<file path="src/rtl/serial_sender.sv">
// serial_sender: five-lane framed serial transmitter (header + 4 data lanes) with a
// stop-and-wait protocol: one outstanding DATA packet, ACK frames, timeout retransmit.
module serial_sender #(
  parameter int CLK_DIV      = 500,
  parameter int LANE_BITS    = 16,
  parameter int TIMEOUT_BITS = 64
) (
  input  logic                   clk,
  input  logic                   rst,
  input  logic                   game_active,
  input  logic                   send_data,
  input  logic [4*LANE_BITS-1:0] payload,
  input  logic                   send_ack,
  input  logic                   ack_seq_in,
  input  logic                   ack_received,
  input  logic                   ack_seqNum,
  output logic                   clk_gpio_out,
  output logic                   serial_out_h,
  output logic                   serial_out_0,
  output logic                   serial_out_1,
  output logic                   serial_out_2,
  output logic                   serial_out_3,
  output logic                   data_ready,
  output logic                   busy,
  output logic                   tx_seq,
  output logic [3:0]             retx_count
);
  localparam int DW = $clog2(CLK_DIV);
  localparam int BW = $clog2(LANE_BITS + 3);
  localparam int TW = $clog2(TIMEOUT_BITS + 1);
  localparam int PW = 4 * LANE_BITS;

  typedef enum logic [1:0] {S_IDLE, S_HEADER, S_PAYLOAD, S_GAP} state_t;

  state_t        state_q, state_d;
  logic [DW-1:0] div_cnt_q, div_cnt_d;
  logic [BW-1:0] bit_cnt_q, bit_cnt_d;
  logic [TW-1:0] timeout_q, timeout_d;
  logic [3:0]    retx_cnt_q, retx_cnt_d;
  logic [PW-1:0] data_q, data_d;
  logic [PW-1:0] shift_q, shift_d;
  logic          data_ready_q, data_ready_d;
  logic          tx_seq_q, tx_seq_d;
  logic          new_pend_q, new_pend_d;
  logic          retx_pend_q, retx_pend_d;
  logic          ack_pend_q, ack_pend_d;
  logic          ack_seq_q, ack_seq_d;
  logic          frm_ack_q, frm_ack_d;
  logic          frm_seq_q, frm_seq_d;

  logic tick, count_en, to_hit, ack_ok;

  assign tick   = (div_cnt_q == DW'(CLK_DIV - 1));
  assign ack_ok = ack_received && !data_ready_q && (ack_seqNum == tx_seq_q);
  // Timeout only runs while the packet is waiting on the wire for its ACK,
  // i.e. nothing queued to (re)send and no DATA frame currently going out.
  assign count_en = !data_ready_q && !new_pend_q && !retx_pend_q && game_active &&
                    !((state_q != S_IDLE) && !frm_ack_q);
  assign to_hit   = tick && count_en && (timeout_q == TW'(TIMEOUT_BITS - 1));

  always_comb begin
    state_d      = state_q;
    div_cnt_d    = tick ? '0 : div_cnt_q + 1'b1;
    bit_cnt_d    = bit_cnt_q;
    timeout_d    = timeout_q;
    retx_cnt_d   = retx_cnt_q;
    data_d       = data_q;
    shift_d      = shift_q;
    data_ready_d = data_ready_q;
    tx_seq_d     = tx_seq_q;
    new_pend_d   = new_pend_q;
    retx_pend_d  = retx_pend_q;
    ack_pend_d   = ack_pend_q;
    ack_seq_d    = ack_seq_q;
    frm_ack_d    = frm_ack_q;
    frm_seq_d    = frm_seq_q;

    if (tick && count_en) begin
      if (to_hit) begin
        timeout_d   = '0;
        retx_pend_d = 1'b1;
        if (retx_cnt_q != 4'hF) retx_cnt_d = retx_cnt_q + 1'b1;
      end else begin
        timeout_d = timeout_q + 1'b1;
      end
    end

    if (tick) begin
      case (state_q)
        S_IDLE: begin
          if (game_active) begin
            if (ack_pend_q) begin
              state_d    = S_HEADER;
              bit_cnt_d  = '0;
              frm_ack_d  = 1'b1;
              frm_seq_d  = ack_seq_q;
              ack_pend_d = 1'b0;
            end else if (new_pend_q || retx_pend_q || to_hit) begin
              // Frame fields are snapshotted so a mid-frame ACK cannot alter them.
              state_d     = S_HEADER;
              bit_cnt_d   = '0;
              frm_ack_d   = 1'b0;
              frm_seq_d   = tx_seq_q;
              shift_d     = data_q;
              new_pend_d  = 1'b0;
              retx_pend_d = 1'b0;
            end
          end
        end
        S_HEADER: begin
          if (bit_cnt_q == BW'(2)) begin
            bit_cnt_d = '0;
            state_d   = frm_ack_q ? S_GAP : S_PAYLOAD;
          end else begin
            bit_cnt_d = bit_cnt_q + 1'b1;
          end
        end
        S_PAYLOAD: begin
          for (int k = 0; k < 4; k++)
            shift_d[k*LANE_BITS +: LANE_BITS] = {shift_q[k*LANE_BITS +: LANE_BITS-1], 1'b0};
          if (bit_cnt_q == BW'(LANE_BITS - 1)) begin
            bit_cnt_d = '0;
            state_d   = S_GAP;
          end else begin
            bit_cnt_d = bit_cnt_q + 1'b1;
          end
        end
        S_GAP: begin
          if (bit_cnt_q == BW'(1)) begin
            bit_cnt_d = '0;
            state_d   = S_IDLE;
          end else begin
            bit_cnt_d = bit_cnt_q + 1'b1;
          end
        end
        default: state_d = S_IDLE;
      endcase
    end

    if (send_ack) begin
      ack_pend_d = 1'b1;
      ack_seq_d  = ack_seq_in;
    end
    if (send_data && data_ready_q) begin
      data_d       = payload;
      data_ready_d = 1'b0;
      new_pend_d   = 1'b1;
    end
    if (ack_ok) begin
      data_ready_d = 1'b1;
      tx_seq_d     = ~tx_seq_q;
      new_pend_d   = 1'b0;
      retx_pend_d  = 1'b0;
      timeout_d    = '0;
      retx_cnt_d   = '0;
    end
  end

  always_ff @(posedge clk) begin
    if (rst) begin
      state_q      <= S_IDLE;
      div_cnt_q    <= '0;
      bit_cnt_q    <= '0;
      timeout_q    <= '0;
      retx_cnt_q   <= '0;
      data_q       <= '0;
      shift_q      <= '0;
      data_ready_q <= 1'b1;
      tx_seq_q     <= 1'b0;
      new_pend_q   <= 1'b0;
      retx_pend_q  <= 1'b0;
      ack_pend_q   <= 1'b0;
      ack_seq_q    <= 1'b0;
      frm_ack_q    <= 1'b0;
      frm_seq_q    <= 1'b0;
    end else begin
      state_q      <= state_d;
      div_cnt_q    <= div_cnt_d;
      bit_cnt_q    <= bit_cnt_d;
      timeout_q    <= timeout_d;
      retx_cnt_q   <= retx_cnt_d;
      data_q       <= data_d;
      shift_q      <= shift_d;
      data_ready_q <= data_ready_d;
      tx_seq_q     <= tx_seq_d;
      new_pend_q   <= new_pend_d;
      retx_pend_q  <= retx_pend_d;
      ack_pend_q   <= ack_pend_d;
      ack_seq_q    <= ack_seq_d;
      frm_ack_q    <= frm_ack_d;
      frm_seq_q    <= frm_seq_d;
    end
  end

  // Lanes decode registered state that only moves on a wrap, so they are glitch-free.
  assign clk_gpio_out = (div_cnt_q >= DW'(CLK_DIV / 2));
  assign busy         = (state_q != S_IDLE);
  assign data_ready   = data_ready_q;
  assign tx_seq       = tx_seq_q;
  assign retx_count   = retx_cnt_q;
  assign serial_out_h = (state_q == S_HEADER) &&
                        ((bit_cnt_q == '0) ? 1'b1 :
                         (bit_cnt_q == BW'(1)) ? frm_ack_q : frm_seq_q);
  assign serial_out_0 = (state_q == S_PAYLOAD) && shift_q[0*LANE_BITS + LANE_BITS-1];
  assign serial_out_1 = (state_q == S_PAYLOAD) && shift_q[1*LANE_BITS + LANE_BITS-1];
  assign serial_out_2 = (state_q == S_PAYLOAD) && shift_q[2*LANE_BITS + LANE_BITS-1];
  assign serial_out_3 = (state_q == S_PAYLOAD) && shift_q[3*LANE_BITS + LANE_BITS-1];

endmodule

</file>
<file path="config.mk">
export PLATFORM = sky130hd
export DESIGN_NAME = serial_sender
export DESIGN_NICKNAME = d
export VERILOG_FILES = /design/src/rtl/serial_sender.sv
export SDC_FILE = /design/constraint.sdc
export NUM_CORES = 1
export LEC_CHECK = 0
export CELL_PAD_IN_SITES_DETAIL_PLACEMENT = 2
export CELL_PAD_IN_SITES_GLOBAL_PLACEMENT = 2
export CORE_ASPECT_RATIO = 1.1
export CORE_MARGIN = 2
export CORE_UTILIZATION = 32
export CTS_BUF_LIST = sky130_fd_sc_hd__clkbuf_2
export DETAILED_ROUTE_END_ITERATION = 8
export GPL_TIMING_DRIVEN = 0
export HOLD_SLACK_MARGIN = 0.15
export PLACE_DENSITY_LB_ADDON = 0.1
export REMOVE_ABC_BUFFERS = 1
export SYNTH_ARGS = -nofsm -noshare
export SYNTH_HDL_FRONTEND = slang
export SYNTH_SLANG_ARGS = --single-unit
export TNS_END_PERCENT = 20
</file>
<file path="constraint.sdc">
create_clock -name clk -period 2 [get_ports clk]
set_input_delay 0.3 -clock clk [delete_from_list [all_inputs] [get_ports clk]]
set_output_delay 0.3 -clock clk [all_outputs]
set_load 0.005 [all_outputs]
</file>
-- Yosys cells after proc, flatten, opt, wreduce, memory -nomap -nowiden
Index checks and enable logic that the tools add are counted.
- bits in read-only memories: 0
- memories: 0
- memory bits (writable): 0
- bits of input ports: 72
- logic and storage cells: 124
- output and inout port bits: 13
- latch bits: 0
- register bits after elaboration: 163
- divide/modulo/power cells: 0
- eq/ne operators: 18
- add/sub/neg operators: 4
- multiply operators: 0
- bitwise gates (word level): 1
- shift-type cells: 0
- reduce and logical (&&, ||, !) cells: 43
- magnitude comparators: 1
- mux-type cells: 42
- operators with widths (cell ; number):
    $mux W64 ; 3
    $pmux W64 S2 ; 1
    $mux W5 ; 6
    $mux W1 ; 23
    $pmux W5 S4 ; 1
    $reduce_bool A2 Y1 ; 10
    $logic_and A1 B1 Y1 ; 15
    $mux W2 ; 6
    $ne A2 B2 Y1 const B ; 6
    $reduce_and A5 Y1 ; 2
    $add A9 B1 Y9 const B ; 1
    $eq A9 B9 Y1 const B ; 1
    $ge A9 B8 Y1 const B ; 1
    $reduce_and A3 Y1 ; 3
    $pmux W2 S4 ; 1
    $add A7 B1 Y7 const B ; 1
    $eq A7 B6 Y1 const B ; 1
    $mux W7 ; 1
    $reduce_and A6 Y1 ; 1
    $add A5 B1 Y5 const B ; 1
    $eq A5 B1 Y1 const B ; 1
    $eq A5 B2 Y1 const B ; 1
    $eq A5 B4 Y1 const B ; 1
    $logic_not A1 Y1 ; 5
    other kinds (13) ; 16

-- Longest topological paths before layout
- word-level depth: 14
- depth in mapped cells: 9
- mapped depth without buffers: 8

-- Worst setup path before layout
No wires, ideal clock.
- path kind: flip-flop to flip-flop
- start point: register div_cnt_q[0]
- end point: register timeout_q[3]
- arrival: 2099 ps
- buffers on the path: 1
- setup time: 72 ps
- cell stages (with the launch flop): 7
- required time: 1928 ps
- setup slack: -171 ps
- clock period less this slack: 2171 ps
- cell sequence: dfxtp_1 > ha_1 > nand4_1 > or4_1 > buf_2 > or4_1 > a21oi_1
- longest elaborated chain between the ends: 4
- ends and longest elaborated chain (what ; RTL line ; text):
    start: declaration ; 36 ; logic [DW-1:0] div_cnt_q, div_cnt_d;
    start signal: assignment ; 178 ; div_cnt_q <= div_cnt_d;
    $eq A9 B9 Y1 (*) ; 53 ; assign tick = (div_cnt_q == DW'(CLK_DIV - 1));
    $logic_and A1 B1 Y1 (*) ; 59, 78 ;
    $logic_and A1 B1 Y1 ; 59 ; assign to_hit = tick && count_en && (timeout_q == TW'(TIMEOUT_BITS - 1));
    $mux W7 ; 79 ; if (to_hit) begin
    end signal: assignment ; 180 ; timeout_q <= timeout_d;
    end: declaration ; 38 ; logic [TW-1:0] timeout_q, timeout_d;
Mark *: on every way between the ends. The rest lies on a longest branch, timed or not.
A chain may end at the register's enable or synchronous reset.

-- Worst setup path in the final report
- start point: register bit_cnt_q[1]
- end point: output port serial_out_h
- longest elaborated chain between the ends: 4
- elaborated cells on any way between the ends: 5
- those cells by class: eq/ne (1); mux (2); reduce/logical (2)
- ends and longest elaborated chain (what ; RTL line ; text):
    start: declaration ; 37 ; logic [BW-1:0] bit_cnt_q, bit_cnt_d;
    start signal: assignment ; 179 ; bit_cnt_q <= bit_cnt_d;
    $eq A5 B1 Y1 ; 203 ; (bit_cnt_q == BW'(1)) ? frm_ack_q : frm_seq_q);
    $mux W1 ; 203 ;
    $mux W1 (*) ; 202 ; ((bit_cnt_q == '0) ? 1'b1 :
    $logic_and A1 B1 Y1 (*) ; 201 ; assign serial_out_h = (state_q == S_HEADER) &&
    end: declaration ; 18 ; output logic serial_out_h,
Marked as above.

==> impl_metrics.toml <==
[drt]
routed.top_layer = "met4"
firstDrtPassIters = 6
dr_total_vias = 6985
initialDrtViolationCount = 219
wl_met2_um = 15000
wire_per_inst_um = 22.0
avgViaCountPerCell = 5.39
dr_wl_met3_um = 630
ant_nets = 0
wl_met1_um = 12300
routed_wl_um = 28500
drc = 0

[grt]
antenna_found_initial = 1
grt-ovfl-total = 0
grt_max_degree = 84
grt_use_total_pct = 21.8
grt_first_pass_wirelength_um = 39600
grt_pass1_vias = 7485

[critical_path]
end_kind = "output port"
critical_path.max_fanout = 2
required_ns = 1.70
critPathLaunchType = "flip-flop"
timing_worst_setup_path_type = "flip-flop to output port"
arrival_ns = 2.24

[sta]
postLayoutSetupSlackWorst_ns = -0.542
rsz0062_at_grt = "yes"
hold_viol_final = 0
slew_headroom_pct = 51.3
layout_min_cycle_time_ns = 2.54
max_freq_mhz = 393
tightestPinTransition_ns = 0.730
slew_viol_final = 0
period_share_pct = 127
finClkSkew_ns = 0.0593
setup_viol = 101
whs_ns = 0.251

[yosys]
synth_area_sq_um = 6990
yosysSeqAreaShare_pct = 46.7
syn_inst = 797
ys_warn_count = 0
ys_types = 54
ys_ff_latch = 163
synthFlopType = "dfxtp_1"
avgSynthCellArea_sq_um = 8.77
async_reset_ff_share_pct = 0
synth-edff-count = 0

[layout]
final_area_sq_um = 10800
regArea_sq_um = 3300
final_cell_mix = "dfxtp_1, nand2_1, a21oi_1, dlygate4sd3_1, clkdlybuf4s50_1"
layout_commonest_cell = "dfxtp_1"
multi_input_area_sq_um = 4190
nNetsFinal = 1078
syn2layout_area_growth_pct = 53.9
fillers = 2174
drive_above_1_share_pct = 25.1

[floorplanning]
die_h_um = 159
initial_core_util_pct = 32.7
dieArea_sq_um = 23000
core_area_sq_um = 21400
fp-row-count = 56
dieWidth_um = 145
pin_count = 85

[placement]
gp_congestion = 0.780
port_buffers = 84
placed_area_sq_um = 8230
place_hpwl_um = 13600

[outcome]
status = "finished with violations"
violations = "negative setup slack"

[clock_network]
htree_levels = 4
insertion_delay_ns = 0.81
cts.clk_slew.worst_paths_ns = 0.27
clk_path_buf_depth = 2
cts_tree = "built"
cts.sinks = 163
numCtsBuffers = 17
cts-root-buf = "clkbuf_2"

[worst_hold_path]
hold_class = "input port to flip-flop"

[pwr]
ir_drop_mv = 0.319
p_per_area_nw_per_um2 = 589
p_leak_uw = 0.00364
power_uw = 6340

[job]
drv_cap = 0
## worst paths after layout
check	start	end	cells past startpoint	slack, ns
max	bit_cnt_q[1]	serial_out_h	6	-0.54
min	ack_received	tx_seq	4	0.25
max reg2reg	div_cnt_q[0]	shift_q[41]	11	-0.48
min reg2reg	data_q[52]	data_q[52]	2	0.48
## through the flow
| step | setup WS [ns] | util (%) | setup TNS [ns] | instances |
|---|---|---|---|---|
| 2_1_floorplan | -3.51 | - | -239.69 | 735 |
| 3_3_place_gp | -6.44 | 37.2 | -749.73 | 1109 |
| 3_5_place_dp | -1.01 | 38.5 | -73.41 | 1123 |
| 4_1_cts | -0.608 | 47.6 | -16.61 | 1270 |
| 5_1_grt | -0.648 | 50.3 | -35.24 | 1296 |
| 6_report | -0.542 | 50.3 | -26.58 | 1296 |
## power by group
group	total [uW]	leakage, uW	switching, uW	internal, uW
Combinational	799	0.00214	417	382
Sequential	3410	0.00133	69.6	3340
Clock	2130	0.000168	1380	752
Total	6340	0.00364	1860	4480
## what timing repair did
| item | 4_1_cts | 5_1_grt |
|---|---|---|
| resized for setup | 149 | 92 |
| setup endpoints to repair | 100 | 110 |
| pin swaps | 62 | 38 |
| hold endpoints to repair | 87 | 0 |
| setup buffers | 31 | 26 |
| cloned | 9 | 2 |
| hold buffers | 76 | 0 |
## cell families after synthesis
logic type / synth area share, %
DFF: 46.7
buffers and inverters: 3.97
AOI/OAI and AO/OA: 21.3
adders and majority gates: 2.51
muxes: 9.31
and+or+nand+nor: 15.2
xor gates and xnor gates: 1.00
## synthesized netlist by cell type, drive strengths merged, types with 5 or more instances
cell	number	area (sq um)
nand2	142	533
nand3	9	45.0
and2	5	31.3
mux2i	65	651
ha	14	175
o21ai	11	55.1
a211oi	63	478
o31ai	6	45.0
inv	10	37.5
buf	11	45.0
o211ai	9	67.6
nand4b	5	43.8
xor2	5	43.8
nand4	8	50.1
nor2	21	78.8
or3	5	31.3
dfxtp	163	3260
a21oi	140	701
clkbuf	51	191
## per-layer routing
metal | up-vias | track usage [%]
li1 | 3260 | -
met1 | 3530 | 26.7
met2 | 147 | 39.1
met3 | 48 | 3.10
met4 | 0 | 6.40
met5 | - | 0
## sequential cells by signal, indices dropped and copies added (netlist names), 2 cells and up
name / count
timeout_q: 7
retx_count: 4
shift_q: 64
state_q: 2
data_q: 64
div_cnt_q: 9
bit_cnt_q: 5
## worst max-delay path, stage by stage, from the launching register on
cell and delay (ns):
dfxtp_4 0.42, inv_4 0.06, ha_4 0.13, or4b_4 0.48
o31ai_4 0.17, nor2_1 0.06, buf_2 0.12
## final cells by class
class / count / share of cell area [%]
antenna: 1 / 0.0233
tap: 290 / 3.37
inverter: 11 / 0.454
clock inverter: 14 / 1.78
sequential: 163 / 30.7
clock buffer: 18 / 0.838
multi-input combinational: 563 / 39.0
timing repair buffer: 236 / 23.9
Power figures use the tool's default switching activity.
